[src/rtl/ram_block_mover.sv]
// Copy/fill engine driving port B of the block RAM: one command at a time,
// byte-serial reads and writes, with abort and a done/aborted handshake.
module ram_block_mover #(
    parameter int DATA_WIDTH = 8,
    parameter int ADDR_WIDTH = 16
) (
    input  logic                  clk,
    input  logic                  reset,
    input  logic                  cmd_valid,
    output logic                  cmd_ready,
    input  logic                  cmd_fill,
    input  logic [ADDR_WIDTH-1:0] cmd_src,
    input  logic [ADDR_WIDTH-1:0] cmd_dst,
    input  logic [ADDR_WIDTH-1:0] cmd_len,
    input  logic [DATA_WIDTH-1:0] cmd_value,
    input  logic                  abort,
    output logic                  busy,
    output logic                  done,
    output logic                  aborted,
    output logic [ADDR_WIDTH-1:0] remaining,
    output logic                  ram_we,
    output logic [ADDR_WIDTH-1:0] ram_addr,
    output logic [DATA_WIDTH-1:0] ram_din,
    input  logic [DATA_WIDTH-1:0] ram_dout
);

    typedef enum logic [2:0] {
        IDLE,
        RD,
        WR,
        FILL,
        DONE
    } state_t;

    localparam logic [ADDR_WIDTH-1:0] ONE = {{(ADDR_WIDTH-1){1'b0}}, 1'b1};

    state_t                  state;
    logic [ADDR_WIDTH-1:0]   src_addr;
    logic [ADDR_WIDTH-1:0]   dst_addr;
    logic [DATA_WIDTH-1:0]   fill_value;

    assign cmd_ready = (state == IDLE);
    assign busy      = (state != IDLE);
    assign done      = (state == DONE);

    // Abort wins over the pending write: no counter moves, remaining keeps
    // the count of bytes that never reached the RAM.
    always_ff @(posedge clk) begin
        if (reset) begin
            state      <= IDLE;
            src_addr   <= '0;
            dst_addr   <= '0;
            fill_value <= '0;
            remaining  <= '0;
            aborted    <= 1'b0;
        end else begin
            case (state)
                IDLE: begin
                    if (cmd_valid) begin
                        src_addr   <= cmd_src;
                        dst_addr   <= cmd_dst;
                        fill_value <= cmd_value;
                        remaining  <= cmd_len;
                        aborted    <= 1'b0;
                        if (cmd_len == '0) begin
                            state <= DONE;
                        end else if (cmd_fill) begin
                            state <= FILL;
                        end else begin
                            state <= RD;
                        end
                    end
                end
                RD: begin
                    if (abort) begin
                        aborted <= 1'b1;
                        state   <= DONE;
                    end else begin
                        state <= WR;
                    end
                end
                WR: begin
                    if (abort) begin
                        aborted <= 1'b1;
                        state   <= DONE;
                    end else begin
                        src_addr  <= src_addr + ONE;
                        dst_addr  <= dst_addr + ONE;
                        remaining <= remaining - ONE;
                        state     <= (remaining == ONE) ? DONE : RD;
                    end
                end
                FILL: begin
                    if (abort) begin
                        aborted <= 1'b1;
                        state   <= DONE;
                    end else begin
                        dst_addr  <= dst_addr + ONE;
                        remaining <= remaining - ONE;
                        if (remaining == ONE) begin
                            state <= DONE;
                        end
                    end
                end
                DONE: begin
                    state <= IDLE;
                end
                default: begin
                    state <= IDLE;
                end
            endcase
        end
    end

    // Port B decode; the copy data comes straight from dob read in RD.
    always_comb begin
        ram_we   = 1'b0;
        ram_addr = '0;
        ram_din  = '0;
        case (state)
            RD: begin
                ram_addr = src_addr;
            end
            WR: begin
                ram_we   = ~abort & ~reset;
                ram_addr = dst_addr;
                ram_din  = ram_dout;
            end
            FILL: begin
                ram_we   = ~abort & ~reset;
                ram_addr = dst_addr;
                ram_din  = fill_value;
            end
            default: begin
            end
        endcase
    end

endmodule

[config.mk]
export PLATFORM = sky130hd
export DESIGN_NAME = ram_block_mover
export DESIGN_NICKNAME = d
export VERILOG_FILES = /design/src/rtl/ram_block_mover.sv
export SDC_FILE = /design/constraint.sdc
export NUM_CORES = 1
export LEC_CHECK = 0
export CAP_MARGIN = 0
export CORE_MARGIN = 3
export CORE_UTILIZATION = 43
export CTS_CLUSTER_SIZE = 40
export DETAILED_ROUTE_END_ITERATION = 7
export PLACE_DENSITY = 0.78
export SLEW_MARGIN = 20
export SYNTH_ARGS = -nofsm -noshare
export SYNTH_HDL_FRONTEND = slang
export SYNTH_SLANG_ARGS = --single-unit
[constraint.sdc]
create_clock -name clk -period 2.3 [get_ports clk]
set_input_delay 0.69 -clock clk [delete_from_list [all_inputs] [get_ports clk]]
set_output_delay 0.69 -clock clk [all_outputs]
set_load 0.02 [all_outputs]
==> summary.md, run 1 <==
| Metric | Value |
|---|---|
| Outcome | complete, no violations |
| Die width | 100 um |
| Synth warnings | 0 |
| EDFF count, synth | 0 |
| DR pass1 iterations | 5 |
| Non-filler instance count after layout | 768 |
| Hold WC Path Type | flop to flop |
| Area Growth Syn to Fin | 45.5% |
| Layout cells sized above 1 | 0.160 |
| TritonCTS buffer count | 9 |
| Cell Pwr Density | 1110 nW/um^2 |
| Post-DP HPWL | 9190 um |
| Antenna viol nets, final | 0 |
| Met1 Use GR | 0.327 |
| CTS Buffer Depth | 2 |
| Worst Skew | 0.00812 ns |
| Initial core utilization | 0.455 |
| GR Overflow Total | 0 |
| Top cells by count, synth | nand2_1, nor2_1, dfxtp_1 |
| Switching power total | 2.70 mW |
| Clock transition at path regs | 0.07 ns |
| WL/cell | 16.7 um |
| DRC viols | 0 |
| GRT Max-Usage Layer | met2 |
| Final #Nets | 732 |
| Worst-Margin Slew | 0.652 ns |
| Worst R2R End | state[1]$_SDFFE_PP0P_ |
| DR iter-0 viols | 350 |
| Yosys top cell by area | dfxtp_1 |
| Critical path type | flop to primary output |
| RR Startpoint | remaining[8]$_SDFFE_PP0P_ |
| H-tree depth | 3 |
| Prevailing post-synth register cell | dfxtp_1 |
| Power Total | 6.17 mW |
| Hold_buf cts | 0 |
| Clock network power share | 0.154 |
| Routing usage on met3 | 0.0471 |
| Chip height | 100 um |
| TritonCTS clock tree | built |
| Root Buffer | clkbuf_8 |
| Synthesized area | 3840 um^2 |
| Internal power | 3.47 mW |
| Post-place instance area | 5350 um^2 |
| Final WL | 12800 um |
| Vias per cell | 6.03 |
| Leakage | 2.13 nW |
| Ys async rst share | 0 |
| Slew margin rel. | 0.566 |
| Max capacitance violation total | 0 |
| Sequential Area | 1200 um^2 |
| Largest net degree at the start of global routing | 61 |
| Port Buffers | 113 |
| Post-Syn Instances | 535 |
| Post-layout min period | 2.22 ns |
| Core Footprint | 8420 um^2 |
| Comb power frac | 0.568 |
| Worst skew pair latency | 0.33 ns |
| Fillers | 748 |
| Sw Share | 0.437 |
| Seq pwr share | 0.278 |
| Final Setup Violations | 0 |
| Seq/Total Area, Yosys | 0.313 |
| Hold Vio Cnt, Final | 0 |
| Max VDD drop | 828 uV |
| Most frequent cell after synthesis | nand2_1 |
| Pre-CTS setup slack | -0.364 ns |
| Max Slew Vio Count | 0 |
| Crit path required time | 1.61 ns |
| Post-Syn Nets | 608 |
| Setup_tns | 0 ns |
| Syn avg cell area | 7.17 um^2 |
| Top-area cell type share of the netlist area | 0.313 |
| Worst setup path endpoint | ram_addr[3] |
| Tot GR Track Use | 0.253 |
| Final Util | 0.663 |
| Clock Sinks | 60 |
| GPL Wtd Cong | 0.907 |
| Final Worst Setup Slack | 0.0776 ns |
| Placed Instances | 752 |
| R2R depth | 5 |
| FF+latch count, synth | 60 |
| WHS | 0.463 ns |
| Multi-input combinational cell area | 2500 um^2 |
| # diodes | 0 |
| First-pass GRT wire length | 21100 um |
| Initial antenna violation count | 0 |
| Arr. time, crit path | 1.53 ns |
| Critical Path Source Type | flop |
| CP startpoint | state[2]$_SDFFE_PP0P_ |
| Via count | 4631 |
| CP max FO | 16 |
| DIE AREA | 10100 um^2 |
| Max Clock Freq | 450 MHz |
| Fin crit share | 0.966 |
| Synth area leaders | dfxtp_1, a21oi_1, nand2_1 |
| Crit. End Element | primary output |
| Distinct cells, synth | 54 |
| Design area | 5580 um^2 |
| Row count | 33 |
| I/O Pins | 114 |
| Vias in the first global route | 4448 |
| RSZ-0062 raised after global routing | no |
| Met2 usage | 0.427 |
| R2R setup slack | 0.14 ns |
[worst max-delay path, cell delays in order (launching register included)]
cell and delay, ns:
dfxtp_2 0.36, nor3b_4 0.24, buf_12 0.18, a22o_1 0.13, clkdlybuf4s15_1 0.30
[power by group through the flow]
| stage | sequential [mW] | clock, mW | combinational (mW) |
|---|---|---|---|
| after floorplan | 1.72 | 0 | 1.99 |
| after global routing | 1.77 | 0.999 | 3.80 |
| final | 1.71 | 0.950 | 3.51 |
| after global placement | 1.69 | 0 | 3.32 |
| after CTS | 1.69 | 0.953 | 3.45 |
| after detailed placement | 1.71 | 0 | 3.39 |
[layout by cell type, fill, tap and decap left out, types with 8 or more instances in the layout]
| cell | instances |
|---|---|
| clkdlybuf4s50_1 | 82 |
| nand2_1 | 65 |
| nor2_1 | 62 |
| dfxtp_1 | 58 |
| a21oi_1 | 52 |
| buf_4 | 41 |
| o21ai_0 | 33 |
| nand3_1 | 19 |
| a22o_1 | 17 |
| nor3_1 | 17 |
| mux2i_1 | 12 |
| nor4_1 | 12 |
| nand4_1 | 10 |
| or3_1 | 10 |
| a22oi_1 | 10 |
| clkbuf_8 | 10 |
| clkbuf_2 | 10 |
| clkdlybuf4s15_2 | 9 |
| a31oi_1 | 8 |
[state kept, by name, summed over array words and instances, names as in the netlist]
name and cells:
src_addr 16, state 3, fill_value 8, dst_addr 16, aborted 1, remaining 16
[cell type report]
class / instances / share of cell area
multi-input combinational: 421 / 0.447
timing repair buffer: 161 / 0.275
sequential: 60 / 0.216
clock buffer: 10 / 0.0247
tap: 105 / 0.0235
clock inverter: 5 / 0.00941
inverter: 6 / 0.00403
[what timing repair did]
item | CTS | global route
cloned | 1 | 0
pin swaps | 1 | 2
endpoints found under the setup margin | 29 | 36
endpoints found under the hold margin | 0 | 0
setup buffers | 0 | 0
resized for setup | 66 | 24
[kinds of logic after synthesis]
group / after synthesis / synth area share
AOI/OAI and AO/OA: 168 / 0.281
adders and majority gates: 5 / 0.0157
buffers and inverters: 54 / 0.0535
DFF: 60 / 0.313
muxes: 12 / 0.0313
and+or+nand+nor: 236 / 0.305
[layer usage]
metal / share of wire / vias up
met5: 0 / -
met4: 0.015 / 0
met3: 0.089 / 16
met2: 0.48 / 240
met1: 0.41 / 2139
li1: - / 2236
[worst min path at each step]
stage / from / endpoint / slack [ns] / depth (start not counted)
after detailed placement: fill_value[0]$_SDFFE_PP0P_ / fill_value[0]$_SDFFE_PP0P_ / 0.46 / 2
after global placement: fill_value[7]$_SDFFE_PP0P_ / fill_value[7]$_SDFFE_PP0P_ / 0.45 / 2
after global routing: fill_value[4]$_SDFFE_PP0P_ / fill_value[4]$_SDFFE_PP0P_ / 0.49 / 2
after CTS: fill_value[0]$_SDFFE_PP0P_ / fill_value[0]$_SDFFE_PP0P_ / 0.47 / 2
after floorplan: fill_value[0]$_SDFFE_PP0P_ / fill_value[0]$_SDFFE_PP0P_ / 0.44 / 2
final: fill_value[3]$_SDFFE_PP0P_ / fill_value[3]$_SDFFE_PP0P_ / 0.46 / 2
Note: power is estimated with default switching activity, not from simulation.
==> run 2, diff against run 1 <==
- CTS_CLUSTER_SIZE: 40 -> unset
- SLEW_MARGIN: 20 -> unset
==> results of run 2 <==
The final DEF is identical to that of run 1; final timing and power are the same.
==> run 3, diff against run 2 <==
- ABC_CLOCK_PERIOD_IN_PS: unset -> 2300
- CTS_CLUSTER_DIAMETER: unset -> 60
- TNS_END_PERCENT: unset -> 10
==> run 3 against run 2 <==
- first-iteration DRC count is 0.57% higher
- hold slack lost 0.0031 ns
- clock power is 13% lower
- sequential share of layout area hardly changed
- sequential cell count did not move
- register-to-register slack lost 0.04 ns
- critical endpoint is now ram_addr[13]
==> summary.md, run 3 (synthesis results as in run 1) <==
| Metric | Value |
|---|---|
| Final #Nets | 738 |
| Antenna viol nets, final | 0 |
| Max VDD drop | 732 uV |
| Fin crit share | 0.992 |
| Hold Vio Cnt, Final | 0 |
| Critical path type | flop to primary output |
| Port Buffers | 113 |
| RSZ-0062 raised after global routing | yes |
| WHS | 0.460 ns |
| Most common cell after layout, fill and taps aside | clkdlybuf4s50_1 |
| RR Startpoint | remaining[8]$_SDFFE_PP0P_ |
| Fillers | 739 |
| DR iter-0 viols | 352 |
| Hold WC Path Type | flop to flop |
| Seq pwr share | 0.284 |
| DIE AREA | 10100 um^2 |
| Critical Path Source Type | flop |
| Area Growth Syn to Fin | 45.1% |
| Largest net degree at the start of global routing | 61 |
| Max capacitance violation total | 0 |
| Design area | 5570 um^2 |
| CP startpoint | state[2]$_SDFFE_PP0P_ |
| Post-place instance area | 5360 um^2 |
| Row count | 33 |
| Comb power frac | 0.578 |
| DRC viols | 0 |
| Clock Sinks | 60 |
| CP max FO | 16 |
| Chip height | 100 um |
| Vias in the first global route | 4304 |
| H-tree depth | 3 |
| Core Footprint | 8420 um^2 |
| Hold_sp | fill_value[6]$_SDFFE_PP0P_ |
| Root Buffer | clkbuf_8 |
| CP max stage cell | dfxtp_1 |
| GPL Wtd Cong | 0.895 |
| Clock network power share | 0.138 |
| TritonCTS clock tree | built |
| Initial core utilization | 0.455 |
| Most frequent cells in the layout | clkdlybuf4s50_1, nand2_1, nor2_1 |
| Leakage | 2.11 nW |
| Clock transition at path regs | 0.07 ns |
| Final Setup Violations | 0 |
| Crit-path cells | nor3b_2 > buf_12 > a21o_1 > clkdlybuf4s15_1 |
| I/O Pins | 114 |
| Worst-Margin Slew | 0.651 ns |
| GR Overflow Total | 0 |
| Die width | 100 um |
| Top Registers | dst_addr x16, remaining x16, src_addr x16 |
| Post-DP HPWL | 8980 um |
| WL/cell | 16.3 um |
| Critical path buffers and inverters | 2 |
| Outcome | complete, no violations |
| Crit. End Element | primary output |
| Arr. time, crit path | 1.59 ns |
| Layout cells sized above 1 | 0.158 |
| Sw Share | 0.444 |
| Cell Pwr Density | 1080 nW/um^2 |
| CTS Buffer Depth | 2 |
| DR pass1 iterations | 5 |
| Post-layout min period | 2.28 ns |
| # diodes | 0 |
| Slew margin rel. | 0.566 |
| Initial antenna violation count | 0 |
| Via count | 4603 |
| Worst skew pair latency | 0.34 ns |
| CP peak stage delay | 0.36 ns |
| First-pass GRT wire length | 20400 um |
| Switching power total | 2.67 mW |
| Vias per cell | 5.94 |
| Crit path required time | 1.61 ns |
| CP top delay family | buffers and inverters |
| Max Slew Vio Count | 0 |
| Final WL | 12600 um |
| TritonCTS buffer count | 9 |
| Tot GR Track Use | 0.246 |
| Internal power | 3.34 mW |
| Worst Skew | 0.0135 ns |
| Max Clock Freq | 438 MHz |
[run 3: changes by cell type in the layout (fill, tap and decap cells not counted), sizes merged]
cell	previous run	this run
bufbuf	1	0
buf	49	58
clkinvlp	1	0
dlymetal6s2s	2	0
clkinv	3	2
clkdlybuf4s15	15	17
clkdlybuf4s50	82	84
bufinv	1	0
[run 3: what timing repair did]
item	in CTS	in global routing
resized for setup	70	18
cloned	0	1
buffers inserted	1	0
setup endpoints to repair	28	39
pin swaps	1	1
hold buffers	0	0
[run 3: worst paths after layout]
path / to / slack (ns) / cells after the start
setup reg to reg: state[1]$_SDFFE_PP0P_ / 0.10 / 5
hold reg to reg: fill_value[6]$_SDFFE_PP0P_ / 0.46 / 2
setup / recovery: ram_addr[13] / 0.02 / 4
hold / removal: fill_value[6]$_SDFFE_PP0P_ / 0.46 / 2
[run 3: final cells by class]
type,count,area [um^2],share of cell area
clock buffer,14,153,0.0274
clock inverter,2,10.0,0.00180
tap,105,131,0.0236
multi-input combinational,421,2490,0.448
sequential,60,1200,0.216
timing repair buffer,167,1560,0.280
inverter,6,22.5,0.00405
[run 3: power by group through the flow]
stage | Clock [mW] | Combinational [mW] | Sequential [mW]
final | 0.831 | 3.47 | 1.71
after global routing | 0.880 | 3.77 | 1.76
after CTS | 0.840 | 3.36 | 1.70
after detailed placement | 0 | 3.37 | 1.71
after global placement | 0 | 3.30 | 1.70
after floorplan | 0 | 1.99 | 1.72
[run 3: stage by stage]
step	std cells	setup WS [ns]	util	setup TNS, ns	total power, mW
4_1_cts	774	0.00155	0.658	0	5.89
2_1_floorplan	535	-0.0569	-	-0.284	3.71
5_1_grt	775	-0.0406	0.661	-0.212	6.41
6_report	775	0.0186	0.661	0	6.01
3_3_place_gp	757	-0.308	0.637	-9.93	5.00
3_5_place_dp	757	-0.337	0.637	-11.41	5.09
[run 3: worst register-to-register path: stages (launching register included)]
cell and delay, ns:
dfxtp_1 0.31, or4_1 0.57, or4_4 0.48, nor4_4 0.30
nor3_1 0.12, a221o_1 0.31
[run 3: routing by layer]
| metal | wire length, um | global-route usage |
|---|---|---|
| met4 | 218 | 0.0850 |
| met5 | 0 | 0 |
| met3 | 1020 | 0.0332 |
| met2 | 6000 | 0.401 |
| met1 | 5380 | 0.333 |
